### src/rtl/weight_ram_ctrl.sv
// weight_ram_ctrl: sequences the power-up/requested randomize pass of the
// N-wide weight RAM, then arbitrates forward-pass reads and weight-update
// writes onto the single RAM port.
module weight_ram_ctrl #(
  parameter int unsigned N     = 10,
  parameter int unsigned DW    = 10,
  parameter int unsigned AW    = 7,
  parameter int unsigned DEPTH = 65
) (
  input  logic            Clock,
  input  logic            Rst,
  input  logic            rand_req,
  output logic            init_done,
  output logic            busy,
  input  logic            rd_req,
  input  logic [AW-1:0]   rd_addr,
  output logic            rd_ack,
  output logic            rd_valid,
  input  logic            wr_req,
  input  logic [AW-1:0]   wr_addr,
  input  logic [N*DW-1:0] wr_data,
  output logic            wr_ack,
  output logic            err,
  output logic            ram_in,
  output logic            ram_we,
  output logic [AW-1:0]   ram_addr,
  output logic [N*DW-1:0] ram_d
);

  localparam int unsigned INIT_LEN = DEPTH + 1;
  localparam int unsigned CW       = $clog2(INIT_LEN + 1);
  localparam int unsigned MAX_BASE = DEPTH - N;

  typedef enum logic [1:0] {INIT, IDLE, ACCESS, RD_WAIT} state_t;

  state_t        state;
  logic [CW-1:0] cnt;
  logic          last_wr;
  logic          op_wr;
  logic          op_bad;

  logic          grant_rd_c;
  logic          grant_wr_c;
  logic [AW-1:0] gnt_addr_c;
  logic          gnt_bad_c;

  // Round-robin pick between the requesters; a lone requester always wins
  always_comb begin
    grant_rd_c = 1'b0;
    grant_wr_c = 1'b0;
    if (rd_req && wr_req) begin
      grant_rd_c = last_wr;
      grant_wr_c = !last_wr;
    end else begin
      grant_rd_c = rd_req;
      grant_wr_c = wr_req;
    end
    gnt_addr_c = grant_wr_c ? wr_addr : rd_addr;
    gnt_bad_c  = 32'(gnt_addr_c) > MAX_BASE;
  end

  // Controller FSM; pulses default low each cycle, RAM address/data hold
  always_ff @(posedge Clock) begin
    if (Rst) begin
      state     <= INIT;
      cnt       <= '0;
      last_wr   <= 1'b1;
      op_wr     <= 1'b0;
      op_bad    <= 1'b0;
      init_done <= 1'b0;
      busy      <= 1'b0;
      rd_ack    <= 1'b0;
      wr_ack    <= 1'b0;
      rd_valid  <= 1'b0;
      err       <= 1'b0;
      ram_in    <= 1'b0;
      ram_we    <= 1'b0;
      ram_addr  <= '0;
      ram_d     <= '0;
    end else begin
      rd_ack   <= 1'b0;
      wr_ack   <= 1'b0;
      rd_valid <= 1'b0;
      err      <= 1'b0;
      ram_we   <= 1'b0;
      unique case (state)
        INIT: begin
          // One extra cycle past DEPTH lets the RAM's fill counter wrap to 0
          if (cnt == CW'(INIT_LEN)) begin
            ram_in    <= 1'b0;
            init_done <= 1'b1;
            busy      <= 1'b0;
            state     <= IDLE;
          end else begin
            ram_in <= 1'b1;
            busy   <= 1'b1;
            cnt    <= cnt + CW'(1);
          end
        end
        IDLE: begin
          if (rand_req) begin
            state     <= INIT;
            init_done <= 1'b0;
            busy      <= 1'b1;
            cnt       <= '0;
          end else if (grant_rd_c || grant_wr_c) begin
            state    <= ACCESS;
            busy     <= 1'b1;
            last_wr  <= grant_wr_c;
            op_wr    <= grant_wr_c;
            op_bad   <= gnt_bad_c;
            ram_addr <= gnt_addr_c;
            ram_we   <= grant_wr_c && !gnt_bad_c;
            if (grant_wr_c) begin
              ram_d <= wr_data;
            end
            rd_ack <= grant_rd_c;
            wr_ack <= grant_wr_c;
            err    <= gnt_bad_c;
          end
        end
        ACCESS: begin
          if (!op_wr && !op_bad) begin
            state    <= RD_WAIT;
            rd_valid <= 1'b1;
          end else begin
            state <= IDLE;
            busy  <= 1'b0;
          end
        end
        RD_WAIT: begin
          state <= IDLE;
          busy  <= 1'b0;
        end
        default: state <= INIT;
      endcase
    end
  end

endmodule

### config.mk
export PLATFORM = sky130hd
export DESIGN_NAME = weight_ram_ctrl
export DESIGN_NICKNAME = d
export VERILOG_FILES = /design/src/rtl/weight_ram_ctrl.sv
export SDC_FILE = /design/constraint.sdc
export NUM_CORES = 1
export LEC_CHECK = 0
export CAP_MARGIN = 20
export CORE_MARGIN = 10
export CORE_UTILIZATION = 39
export CTS_CLUSTER_SIZE = 14
export DETAILED_ROUTE_END_ITERATION = 10
export GPL_TIMING_DRIVEN = 0
export PLACE_DENSITY = 0.8
export SYNTH_ARGS = -nofsm -noshare
export SYNTH_HDL_FRONTEND = slang
export SYNTH_SLANG_ARGS = --single-unit
### constraint.sdc
create_clock -name Clock -period 1.93 [get_ports Clock]
set_input_delay 0.386 -clock Clock [delete_from_list [all_inputs] [get_ports Clock]]
set_output_delay 0.386 -clock Clock [all_outputs]
set_load 0.01 [all_outputs]
[After elaboration in Yosys (flattened, before gate mapping)]
Cells that the tools add are included.
Cells by class
  $add $sub $neg: 1
  $lt $le $gt $ge: 1
  eq/ne operators: 9
  multiplexer cells: 20
  bitwise logic cells: 4
  reduce and logical (&&, ||, !) cells: 18
Operators by type and width (count)
  $mux 7: 3
  $pmux 7 s2: 1
  $mux 1: 9
  $reduce_and 3->1: 3
  $mux 2: 4
  $ne 2x2->1 const B: 4
  $pmux 2 s4: 1
  $add 7x1->7 const B: 1
  $eq 7x7->1 const B: 1
  $gt 7x6->1 const B: 1
  $eq 2x2->1 const B: 2
  $logic_not 1->1: 4
  $not 1->1: 4
  $pmux 1 s4: 1
  $reduce_and 2->1: 2
  $reduce_and 4->1: 1
  $reduce_or 4->1: 1
  $logic_and 1x1->1: 3
  $ne 3x3->1 const B: 1
  $eq 2x1->1 const B: 1
  $logic_not 2->1: 1
  $pmux 1 s2: 1
  $reduce_bool 2->1: 1
  $reduce_or 2->1: 1
  $logic_or 1x1->1: 1
Storage, ports and cells
  register bits: 127
  bits of input ports: 119
  output and inout port bits: 115
  word-level logic and storage cells: 68

[Depth between registers and ports, before layout]
Gate-level depths: netlist (run 1).
  depth after elaboration: 6
  gate-level depth with buffers: 10
  gate-level depth less buffers: 7

[Worst setup path before layout (run 1)]
OpenSTA, ideal clock, no wires.
  path type: reg2reg
  start: register state[1]
  end: register ram_d[77]
  setup time: 117 ps
  arrival time: 1465 ps
  required time: 1813 ps
  path slack: 348 ps
  cell stages (with the launch flop): 11
  buffers on the path: 3
  clock period less this slack: 1582 ps
  cells stage by stage: dfxtp_1 -> inv_1 -> ha_1 -> buf_4 -> nand2b_1 -> nor2_4 -> nand3_2 -> inv_2 -> buf_6 -> buf_4 -> a22o_1
Between the ends
  longest elaborated chain between the ends: 2
Ends and longest elaborated chain
  start: declaration: RTL line 36  | state_t state;
  start signal: assignment: RTL line 65  | state <= INIT;
  start signal: assignment: RTL line 93  | state <= IDLE;
  start signal: assignment: RTL line 102  | state <= INIT;
  $eq 2x1->1: RTL line 86  | unique case (state)
  $reduce_and 4->1 (no source line)
  end signal: assignment: RTL line 115  | ram_d <= wr_data;
  end: declaration: RTL line 27  | output logic [N*DW-1:0] ram_d
Every way passes these cells.
A chain may end at the register's enable or synchronous reset.

[Final worst setup path (run 1)]
  start: register state[1]
  end: register ram_d[92]
Same word-level chain as after synthesis.

==> impl_metrics.py, run 1 <==
metrics = {
    "floorplan": {
        "die-area_sq_mm": 0.01589,
        "die_w_microns": 126.1,
        "coreArea_sq_mm": 0.01094,
        "num_rows": 38,
        "initial_core_util_pct": 40.13,
        "io_pins": 234,
        "die_y_microns": 126.1,
    },
    "synth": {
        "async_flop_share_pct": 0,
        "synth-seq-cells": 127,
        "synth_area_leaders": "dfxtp_1 (58%), a22o_1 (20%), buf_6 (2.3%), mux2i_1 (2.1%), nor2_1 (1.8%)",
        "synth_top_area_cell": "dfxtp_1",
        "yosysTopAreaCellShare_pct": 57.94,
        "ys_types": 43,
        "synthFlopType": "dfxtp_1",
        "syn_avg_cell_area_sq_um": 12.05,
        "ys_warn_count": 0,
        "syn_inst": 364,
        "syn-cell-area_sq_mm": 0.004388,
        "syn_nets": 489,
        "seq_area_frac_synth_pct": 57.94,
        "synth_edf_count": 0,
    },
    "worst_setup_path": {
        "r2r_setup_slack_ns": 0.13,
        "cp_max_fo": 10,
        "end_kind": "flip-flop",
        "path_cells": "inv_1 -> ha_1 -> buf_4 -> nor2b_2 -> a21oi_2 -> buf_6 -> buf_2 -> a22o_1",
        "crit_type": "flip-flop to flip-flop",
        "critPathLaunchType": "flip-flop",
        "rr_startpoint": "state[1]",
        "cp.buffers_inverters": 4,
        "slowest_stage": "dfxtp_1",
        "worstRegToRegCells": 8,
        "cp.required_ns": 2.28,
        "arrival_ns": 2.15,
        "r2r-end": "ram_d[92]",
        "cpLargestDelayFamily": "buffers and inverters",
        "cpPeakStageDelay_ns": 0.33,
    },
    "timing": {
        "max_clock_freq_ghz": 0.5558,
        "skew_ns": 0.008943,
        "setup_tns_ns": 0,
        "rsz0062_at_grt": "false",
        "hold_slack_ns": 0.4641,
        "slew_headroom_pct": 66.55,
        "timing.final.crit_share_pct": 93.22,
        "post-route-min-period_ns": 1.799,
        "hold_violations": 0,
        "setup-violations-final": 0,
        "slew_violations": 0,
        "tightest_slew_ns": 0.4965,
    },
    "global_route": {
        "grt_use_total_pct": 18.87,
        "grt_pass1_wl_mm": 23.70,
        "antenna_found_initial": 0,
        "grt_pass1_vias": 4132,
        "grt_overflow_total": 0,
        "grt_max_degree": 17,
    },
    "layout": {
        "final_nets": 742,
        "finalInstanceArea_sq_mm": 0.007510,
        "layout-drive-gt1-share_pct": 10.95,
        "antennaDiodeCount": 0,
        "num-fill-cells": 827,
        "syn2layout_area_growth_pct": 71.14,
    },
    "clock_network": {
        "cts_buffer_depth": 2,
        "root_buffer": "clkbuf_16",
        "ctsHoldBuffers": 0,
        "cts_tree": "yes",
        "h-tree-depth": 4,
        "cts_buffers": 17,
        "cts_sinks": 127,
        "clkTransAtPathRegs_ns": 0.05,
        "clkLatencyLatePin_ns": 0.41,
    },
    "placed_design": {
        "gp_congestion": 0.8982,
        "dp_hpwl_mm": 11.88,
        "io_buffer_count": 233,
        "place_area_sq_mm": 0.006895,
    },
    "routing": {
        "dr.pass1.iters": 5,
        "totalWireLength_mm": 15.33,
        "drc": 0,
        "vias": 3938,
        "drt_iter0_markers": 185,
        "wire_per_inst_microns": 19.90,
        "ant_nets": 0,
        "vias_per_cell": 5.114,
    },
    "min_path": {
        "hold_start": "op_wr",
        "hold_class": "flip-flop to flip-flop",
        "holdPathStages": 2,
        "holdPathEnd": "op_wr",
    },
    "flow_run": {
        "cap_violations": 0,
    },
    "status": {
        "status": "finished clean",
    },
    "power": {
        "powerDensity_mw_per_mm2": 877.6,
        "p_leak_uw": 0.002874,
        "vdd_drop_max_mv": 0.7821,
    },
}
-- stage by stage --
stage          cells  util [%]  worst slack, ns  total power [uW]
6_report         770     68.67           0.1309              6591
3_5_place_dp     737     63.05          -0.2835              3505
5_1_grt          770     68.67         0.006628              6802
2_1_floorplan    364         -           0.3485              3087
3_3_place_gp     737     63.05          -0.2354              3480
4_1_cts          769     68.38          0.01699              6644
-- worst reg2reg max path: cells and delay by family (launching register included) --
kind            cells  cell delay [ns]
simple gates        1             0.18
compound gates      2             0.37
fa+ha+maj           1             0.18
flops               1             0.33
buf+inv             4             0.68
-- per-layer routing --
metal | wire, microns | track usage, %
met1 | 6292 | 20.76
met2 | 7422 | 31.30
met3 | 1364 | 8.473
met4 | 247 | 7.234
met5 | 0 | 0
-- where the power goes --
group / switching, uW / leakage (uW) / internal [uW]
logic: 287 / 0.00156 / 419
clock network: 1100 / 0.000288 / 2030
registers: 60.4 / 0.00103 / 2690
-- cells in the mapped netlist, types with 5 or more instances --
master / instances
buf_6: 9
dfxtp_1: 127
o21ai_0: 5
a21oi_1: 7
a211oi_1: 9
nand2_1: 10
ha_1: 6
a22o_1: 100
mux2i_1: 9
buf_2: 13
inv_1: 6
nor2_1: 21
-- cell type report --
cell class	count	area, sq um	area share (%)
plain buffers	27	216.5	2.882
clock buffers	26	499.2	6.648
clock inverters	6	80.08	1.066
inverters	7	26.28	0.3499
multi-input cells	203	1630	21.71
flip-flops and latches	127	2542	33.86
well taps	140	175.2	2.333
repair buffers	234	2340	31.16
-- sequential cells by signal, summed over array words and instances (netlist names) --
name / cells
op_wr: 1
wr_ack: 1
err: 1
busy: 1
ram_addr: 7
ram_in: 1
init_done: 1
cnt: 7
ram_d: 100
op_bad: 1
rd_ack: 1
ram_we: 1
state: 2
last_wr: 1
rd_valid: 1
-- repair_timing --
item,4_1_cts,5_1_grt
gates resized for setup,1,9
endpoints found under the setup margin,90,100
buffers inserted,0,1
pin swaps,0,1
-- cell families after synthesis --
| logic type | count (synthesis) | synth area share, % |
|---|---|---|
| buffers and inverters | 34 | 4.990 |
| AND/OR/NAND/NOR | 50 | 6.844 |
| multiplexers | 11 | 2.566 |
| adder cells (fa/ha/maj) | 6 | 1.711 |
| XOR/XNOR | 5 | 0.9982 |
| flip-flops | 127 | 57.94 |
| AO/OA/AOI/OAI | 131 | 24.95 |
-- cell usage in the layout, fill, tap and decap left out, drive strengths merged, types with 2 or more instances in the layout --
master	synthesis	layout
a211oi	10	10
a21oi	7	7
a22o	100	100
a31o	3	3
buf	26	20
bufinv	0	2
clkbuf	1	34
clkdlybuf4s50	0	233
clkinv	0	4
dfxtp	127	127
ha	6	6
inv	7	7
mux2	2	2
mux2i	9	9
nand2	10	10
nand4	2	2
nor2	22	22
nor2b	3	3
nor4b	5	5
o21ai	5	5
xnor2	3	3
xor2	2	2
-- how the worst max path moves through the flow --
stage / slack, ns / from / endpoint / cells after the start
6_report: 0.13 / state[1] / ram_d[92] / 8
5_1_grt: 0.007 / state[1] / ram_d[45] / 7
4_1_cts: 0.02 / state[1] / ram_d[34] / 8
3_5_place_dp: -0.28 / rand_req / ram_d[84] / 8
3_3_place_gp: -0.24 / rand_req / ram_d[77] / 8
2_1_floorplan: 0.35 / state[1] / ram_d[77] / 10
No activity file was read; power rests on OpenSTA's default activity.
==> inputs of run 2 (changes only) <==
==> constraint.sdc (replaced) <==
create_clock -name Clock -period 1.9 [get_ports Clock]
set_input_delay 0.38 -clock Clock [delete_from_list [all_inputs] [get_ports Clock]]
set_output_delay 0.38 -clock Clock [all_outputs]
set_load 0.01 [all_outputs]
==> impl_metrics.py, run 2 (synthesis gave the netlist of run 1 again) <==
metrics = {
    "placed_design": {
        "dp_hpwl_mm": 11.88,
        "dp_worst_setup_slack_ns": -0.3075,
        "gp_congestion": 0.8982,
        "io_buffer_count": 233,
    },
    "flow_run": {
        "cap_violations": 0,
    },
    "floorplan": {
        "die_w_microns": 126.1,
        "num_rows": 38,
        "initial_core_util_pct": 40.13,
        "die-area_sq_mm": 0.01589,
        "coreArea_sq_mm": 0.01094,
        "die_y_microns": 126.1,
        "io_pins": 234,
    },
    "clock_network": {
        "cts_buffers": 17,
        "clkLatencyLatePin_ns": 0.41,
        "cts_buffer_depth": 2,
        "cts_sinks": 127,
        "root_buffer": "clkbuf_16",
        "clkTransAtPathRegs_ns": 0.05,
        "ctsHoldBuffers": 0,
        "h-tree-depth": 4,
        "cts_tree": "yes",
    },
    "status": {
        "status": "finished clean",
    },
    "routing": {
        "ant_nets": 0,
        "drc": 0,
        "wire_per_inst_microns": 19.87,
        "drt_iter0_markers": 202,
        "dr.pass1.iters": 4,
        "totalWireLength_mm": 15.30,
        "vias": 3938,
        "vias_per_cell": 5.114,
    },
    "layout": {
        "final_nets": 742,
        "syn2layout_area_growth_pct": 71.49,
        "layout-drive-gt1-share_pct": 11.11,
        "antennaDiodeCount": 0,
        "final_common_cell": "clkdlybuf4s50_1",
        "largest_reg_flops": 100,
        "top_register": "ram_d",
        "top_regs": "ram_d (100), cnt (7), ram_addr (7)",
        "final_cell_mix": "clkdlybuf4s50_1 (233), dfxtp_1 (127), a22o_1 (100)",
    },
    "global_route": {
        "grt_use_met3_pct": 8.473,
        "grt_overflow_total": 0,
        "antenna_found_initial": 0,
        "use_met2_pct": 31.27,
        "gr-usage-met1_pct": 20.81,
        "grt_pass1_wl_mm": 23.69,
        "grt_pass1_vias": 4124,
        "grt_use_total_pct": 18.85,
        "busiest_layer": "met2",
        "grt_max_degree": 17,
    },
    "worst_setup_path": {
        "path_cells": "inv_1 -> ha_1 -> buf_4 -> nand2b_1 -> nor2_4 -> nand3_2 -> inv_2 -> buf_6 -> buf_6 -> a22o_1",
        "critPathLaunchType": "flip-flop",
        "cp.buffers_inverters": 5,
        "cpLargestDelayFamily": "buffers and inverters",
        "slowest_stage": "dfxtp_1",
        "cpPeakStageDelay_ns": 0.31,
        "crit_type": "flip-flop to flip-flop",
        "end_kind": "flip-flop",
        "r2r_setup_slack_ns": 0.14,
        "arrival_ns": 2.11,
        "cp_common_cell": "buf_6",
        "cp.required_ns": 2.25,
        "cp_max_fo": 10,
    },
    "timing": {
        "timing.final.crit_share_pct": 92.69,
        "post-route-min-period_ns": 1.761,
        "hold_slack_ns": 0.4641,
        "skew_ns": 0.007388,
        "max_clock_freq_ghz": 0.5678,
        "slew_violations": 0,
        "hold_violations": 0,
        "tightest_slew_ns": 0.4983,
        "setup-violations-final": 0,
        "rsz0062_at_grt": "false",
        "slew_headroom_pct": 66.43,
        "timing.final.ws_setup_ns": 0.1389,
    },
    "power": {
        "vdd_drop_max_mv": 0.7839,
        "p_leak_uw": 0.002879,
        "finalPower_uw": 6692,
        "powerDensity_mw_per_mm2": 889.3,
    },
    "min_path": {
        "hold_class": "flip-flop to flip-flop",
    },
}
==> run 2: cell types whose count changed in the layout (fill, tap and decap cells not counted) <==
cell | previous run | this run
buf_2 | 5 | 3
buf_6 | 10 | 11
clkbuf_1 | 6 | 5
clkbuf_2 | 0 | 1
clkbuf_4 | 7 | 8
nor2b_2 | 1 | 0
nor2b_4 | 0 | 1
==> run 2: tightest hold or removal path, stage by stage (launching register included) <==
cell and delay [ns]:
dfxtp_1 0.31, nand2_1 0.05, a21oi_1 0.05
==> run 2: worst paths after layout <==
kind,start,endpoint,cells past startpoint
max reg2reg,state[1],ram_d[72],10
max,state[1],ram_d[72],10
min,op_wr,op_wr,2
min reg2reg,op_wr,op_wr,2
==> run 2: metrics by stage <==
stage / std cells / utilization, % / setup TNS (ns) / area (sq um)
global placement: 737 / 63.05 / -22.74 / 6895
detailed placement: 737 / 63.05 / -26.63 / 6895
floorplan: 364 / - / 0 / 4388
global route: 770 / 68.81 / 0 / 7525
CTS: 769 / 68.40 / 0 / 7480
finish: 770 / 68.81 / 0 / 7525
==> run 2: per-layer routing <==
metal / wire, microns / share of wire (%) / vias up
met5: 0 / 0 / -
li1: - / - / 1873
met3: 1393 / 9.1 / 19
met4: 248 / 1.6 / 0
met1: 6211 / 41 / 1870
met2: 7449 / 49 / 176
==> run 2: repair_timing <==
action | 4_1_cts | 5_1_grt
buffers inserted | 0 | 1
pin swaps | 1 | 1
gates resized for setup | 2 | 14
endpoints found under the setup margin | 90 | 100
==> run 2: final cells by class <==
class | instances | area, sq um
Tap cell | 140 | 175.2
Timing Repair Buffer | 234 | 2340
Clock buffer | 26 | 499.2
Fill cell | 821 | 3411
Clock inverter | 6 | 80.08
Inverter | 7 | 26.28
Sequential cell | 127 | 2542
Multi-Input combinational cell | 203 | 1635
Buffer | 27 | 226.5
==> run 2: power breakdown <==
part / total, uW / switching (uW) / internal [uW]
combinational: 721 / 291 / 430
sequential: 2800 / 60.8 / 2740
clock: 3170 / 1110 / 2060
total: 6690 / 1470 / 5230
==> RTL change 1: new RTL, config.mk and constraints of run 1 <==
Make the reset (`Rst`) asynchronous in one clocked block.
--- a/src/rtl/weight_ram_ctrl.sv
+++ b/src/rtl/weight_ram_ctrl.sv
@@ -62,3 +62,3 @@
   // Controller FSM; pulses default low each cycle, RAM address/data hold
-  always_ff @(posedge Clock) begin
+  always_ff @(posedge Clock or posedge Rst) begin
     if (Rst) begin
Formal check against the unedited RTL: differs if Rst is asserted again (counterexample within 4 cycles, from zero or initial values and one cycle with Rst high); with Rst held inactive, the same outputs for 10 cycles.
==> RTL change 1 against run 1 <==
Setup slack got worse by 20 ps; synthesized area grew 16%; final area grew 12%; via count shrank 4.0%; non-clock buffer count is 9 lower; count of clock-buffer cells in the layout down 7; first-iteration DRC count up 25%; sequential cell count is the same; routed wire length grew 1.2%; critical path type unchanged; critical endpoint is now ram_d[96]; highest routed layer unchanged.
Power is not compared: it rests on default switching activity, and its combinational part moved more than twofold at a synthesized area within 25%.
==> RTL change 1: results (changes against run 1) <==
- Share of layout cells above drive strength 1: 28.9% (was 11.0%)
- Top cells by count, synth: dfrtp_1, mux2_2, nor2_1 (was dfxtp_1, a22o_1, nor2_1)
- Synth Area in Adders: 1.47% (was 1.71%)
- Finished Layout Cells: 776 (was 770)
- Overall power: about 14 mW
- DR WL met3: 1630 µm (was 1360 µm)
- Vias/cell: 4.87 (was 5.11)
- Synth top area cells: dfrtp_1, mux2_2, ha_1, mux2_1, buf_4 (was dfxtp_1, a22o_1, buf_6, mux2i_1, nor2_1)
- Setup WS post-layout: 111 ps (was 131 ps)
- First-pass GRT wire length: 24000 µm (was 23700 µm)
- Cells after Synth: 334 (was 364)
- Syn nets: 459 (was 489)
- Main synth FF type: dfrtp_1 (was dfxtp_1)
- Vias in the first global route: 4253 (was 4132)
- Routed wl met2: 7900 µm (was 7420 µm)
- Largest net degree at the start of global routing: 46 (was 17)
- Total GRT Usage: 17.3% (was 18.9%)
- Worst Skew: 6.47 ps (was 8.94 ps)
- Final HPWL DP: 12300 µm (was 11900 µm)
- Area post-placement: 7720 µm² (was 6900 µm²)
- Worst Tran Pin Value: 587 ps (was 497 ps)
- Total Nets Final: 715 (was 742)
- Crit path from: state[1] (unchanged)
- Post-synthesis sequential area ratio: 62.2% (was 57.9%)
- Cell variety after synth: 40 (was 43)
- Slowest Stage Delay on Critical Path: 390 ps (was 330 ps)
- RePlAce Congestion: 0.826 (was 0.898)
- Dpl ws: -406 ps (was -284 ps)
- Synth Area in Compound Gates: 4.60% (was 25.0%)
- Post-synthesis mux area share: 25.8% (was 2.57%)
- M1 GR Usage: 17.4% (was 20.8%)
- Worst Hold Class: in -> async (was reg -> reg)
- Max stage delay cell, worst path: dfrtp_1 (was dfxtp_1)
- 1st-pass router iterations: 4 (was 5)
- Fraction of registers with async set/reset: 100% (was 0%)
- Status: complete, no violations (unchanged)
- WL/cell: 20.0 µm (was 19.9 µm)
- Critical Path Sink: ram_d[96] (was ram_d[92])
- # fillers: 956 (was 827)
## RTL change 1: cell types whose count changed after synthesis, moves of 5 or more
cell / delta
mux2_1: +5
dfrtp_1: +126
mux2_2: +107
buf_4: +5
nand2_1: -5
buf_2: -8
mux2i_1: -7
nor2_1: -13
dfxtp_1: -127
a211oi_1: -9
a22o_1: -100
buf_6: -6
## RTL change 1: repair_timing
action                     in CTS  in global routing
setup endpoints to repair      97                 85
gates resized for setup        13                  5
setup buffers                   1                  0
## RTL change 1: final cells by class
| type | count | area (µm²) | share of cell area (%) |
|---|---|---|---|
| Antenna cell | 1 | 2.50 | 0.0296 |
| Sequential cell | 127 | 3180 | 37.6 |
| Clock inverter | 13 | 213 | 2.52 |
| Buffer | 15 | 156 | 1.85 |
| Clock buffer | 19 | 443 | 5.24 |
| Multi-Input combinational cell | 185 | 1800 | 21.4 |
| Timing Repair Buffer | 237 | 2400 | 28.4 |
| Inverter | 7 | 32.5 | 0.385 |
| Tap cell | 172 | 215 | 2.55 |
==> RTL change 2: new RTL, config.mk and constraints of run 1 <==
Without the edit above. Set the parameter `AW` to 5 (it was 7).
--- a/src/rtl/weight_ram_ctrl.sv
+++ b/src/rtl/weight_ram_ctrl.sv
@@ -6,3 +6,3 @@
   parameter int unsigned DW    = 10,
-  parameter int unsigned AW    = 7,
+  parameter int unsigned AW    = 5,
   parameter int unsigned DEPTH = 65
Ports: changed (resized ram_addr, rd_addr and wr_addr); port bits go from 234 to 228. No check against the original RTL was run, so the function may have changed too.
==> RTL change 2 against run 1 <==
Power fell by 4.7%; setup slack got worse by 37 ps; routed wire length fell by 6.3%; global-route usage fell by 0.40 points; combinational power fell by 7.1%; final area fell by 5.4%; via count fell by 4.7%; synthesized area fell by 6.9%; count of clock-buffer cells in the layout fell by 2; sequential cell count fell by 5; largest power group unchanged; highest routed layer unchanged.
==> RTL change 2: results (changes against run 1) <==
- Status: complete, no violations (unchanged)
- Post-CTS Setup Repair Bufs: 0 (unchanged)
- DR iter-0 viols: 166 (was 185)
- Post-synthesis mux area share: 1.72% (was 2.57%)
- Worst Hold Class: in -> reg (was reg -> reg)
- Total GRT Usage: 18.5% (was 18.9%)
- 1st-pass router iterations: 4 (was 5)
- Post-synthesis sequential area ratio: 59.8% (was 57.9%)
- Slowest Stage Delay on Critical Path: 580 ps (was 330 ps)
- Max Slew Vio Count: 0 (unchanged)
- Reg clk slew, reported paths: about 60 ps
- Dpl ws: -504 ps (was -284 ps)
- Max stage delay cell, worst path: clkdlybuf4s50_1 (was dfxtp_1)
- Main synth FF type: dfxtp_1 (unchanged)
- TritonCTS Buffers: 17 (unchanged)
- Clk Latency, worst-skew pair: 520 ps (was 410 ps)
- # fillers: 767 (was 827)
- Slew headroom: 61.3% (was 66.5%)
- Syn nets: 464 (was 489)
- Leakage: 2.76 nW (was 2.87 nW)
- Yosys Warn Count: 0 (unchanged)
- Routing usage on met2: 30.7% (was 31.3%)
- Synth top area cells: dfxtp_1, a22o_1, buf_4, a21oi_1, mux2i_1 (was dfxtp_1, a22o_1, buf_6, mux2i_1, nor2_1)
- IO buf count: 226 (was 233)
- Vias/cell: 5.09 (was 5.11)
- Hold Path Depth: 2 (unchanged)
- Reg2reg end: ram_d[48] (was ram_d[92])
- First-pass GRT wire length: 21600 µm (was 23700 µm)
- Total Nets Final: 709 (was 742)
- Vias in the first global route: 3945 (was 4132)
- Final HPWL DP: 10900 µm (was 11900 µm)
- Cell variety after synth: 32 (was 43)
- WL/cell: 19.5 µm (was 19.9 µm)
- Cts repair resizes: 6 (was 1)
- Top cells by count, synth: dfxtp_1, a22o_1, a21oi_1, nor2_1, buf_2 (was dfxtp_1, a22o_1, nor2_1)
- CTS H-tree depth: 4 (unchanged)
- Worst Hold End: ram_d[47] (was op_wr)
- RePlAce Congestion: 0.823 (was 0.898)
- Synth Area in Adders: 1.53% (was 1.71%)
- Reg2reg path depth: 7 (was 8)
- Arrival time worst endpoint: 1450 ps (was 2150 ps)
- Root buffer cell: clkbuf_8 (was clkbuf_16)
- Share of layout cells above drive strength 1: 9.47% (was 11.0%)
- Post-Synth XOR/XNOR Area: 0% (was 0.998%)
- Switch Pwr: 1.38 mW (was 1.45 mW)
- WHS: 460 ps (was 464 ps)
- Fraction of registers with async set/reset: 0% (unchanged)
- Reg2reg setup slack: approximately 120 ps
- Routing usage on met3: 8.63% (was 8.47%)
- Crit path max fanout: 2 (was 10)
- Largest registers: ram_d (100), cnt (7), ram_addr (5) (was ram_d (100), cnt (7), ram_addr (7))
- Max VDD drop: 0.563 mV (was 0.782 mV)
- Antenna diodes: 0 (unchanged)
- Worst Skew: 5.37 ps (was 8.94 ps)
- Hold_sp: wr_data[47] (was op_wr)
- Remaining DRCs: 0 (unchanged)
- Synth Area in Compound Gates: 27.1% (was 25.0%)
- M1 GR Usage: 20.2% (was 20.8%)
RTL change 2: worst max path at each step:
stage          startpoint        end  slack [ps]
2_1_floorplan    state[1]   ram_d[0]         290
3_3_place_gp       rd_req    last_wr        -460
3_5_place_dp       rd_req    last_wr        -500
4_1_cts            ram_we     wr_ack          40
5_1_grt          state[1]  ram_d[76]           9
6_report        ram_d[23]  ram_d[23]          90
RTL change 2: power groups by stage:
stage	Clock [mW]	Combinational, mW	Sequential [mW]
after floorplan	0	0.232	2.70
after global placement	0	0.628	2.68
after detailed placement	0	0.646	2.68
after CTS	3.04	0.656	2.63
after global routing	3.15	0.720	2.64
final	3.00	0.656	2.63
RTL change 2: final cells by class:
class | count | area [µm²] | area share (%)
sequential | 122 | 2440 | 34.4
timing repair buffer | 226 | 2260 | 31.9
multi-input combinational | 189 | 1480 | 20.8
clock buffer | 24 | 470 | 6.62
tap | 136 | 170 | 2.40
buffer | 28 | 168 | 2.36
clock inverter | 8 | 92.6 | 1.30
inverter | 5 | 18.8 | 0.264
RTL change 2: logic make-up after synthesis:
| group | after synthesis |
|---|---|
| compound gates | 137 |
| fa+ha+maj | 5 |
| buf+inv | 33 |
| flops | 122 |
| mux | 7 |
| other cells | 1 |
| simple gates | 39 |
RTL change 2: layer usage:
| layer | share of wire [%] | routed length (µm) |
|---|---|---|
| met5 | 0 | 0 |
| met4 | 2.2 | 309 |
| met3 | 11 | 1520 |
| met2 | 48 | 6870 |
| met1 | 39 | 5660 |
RTL change 2: metrics by stage:
step	total power [mW]	area, µm²	cells
floorplan	2.93	4090	344
global placement	3.31	6520	706
detailed placement	3.33	6520	706
CTS	6.33	7100	738
global route	6.51	7100	738
finish	6.28	7100	738
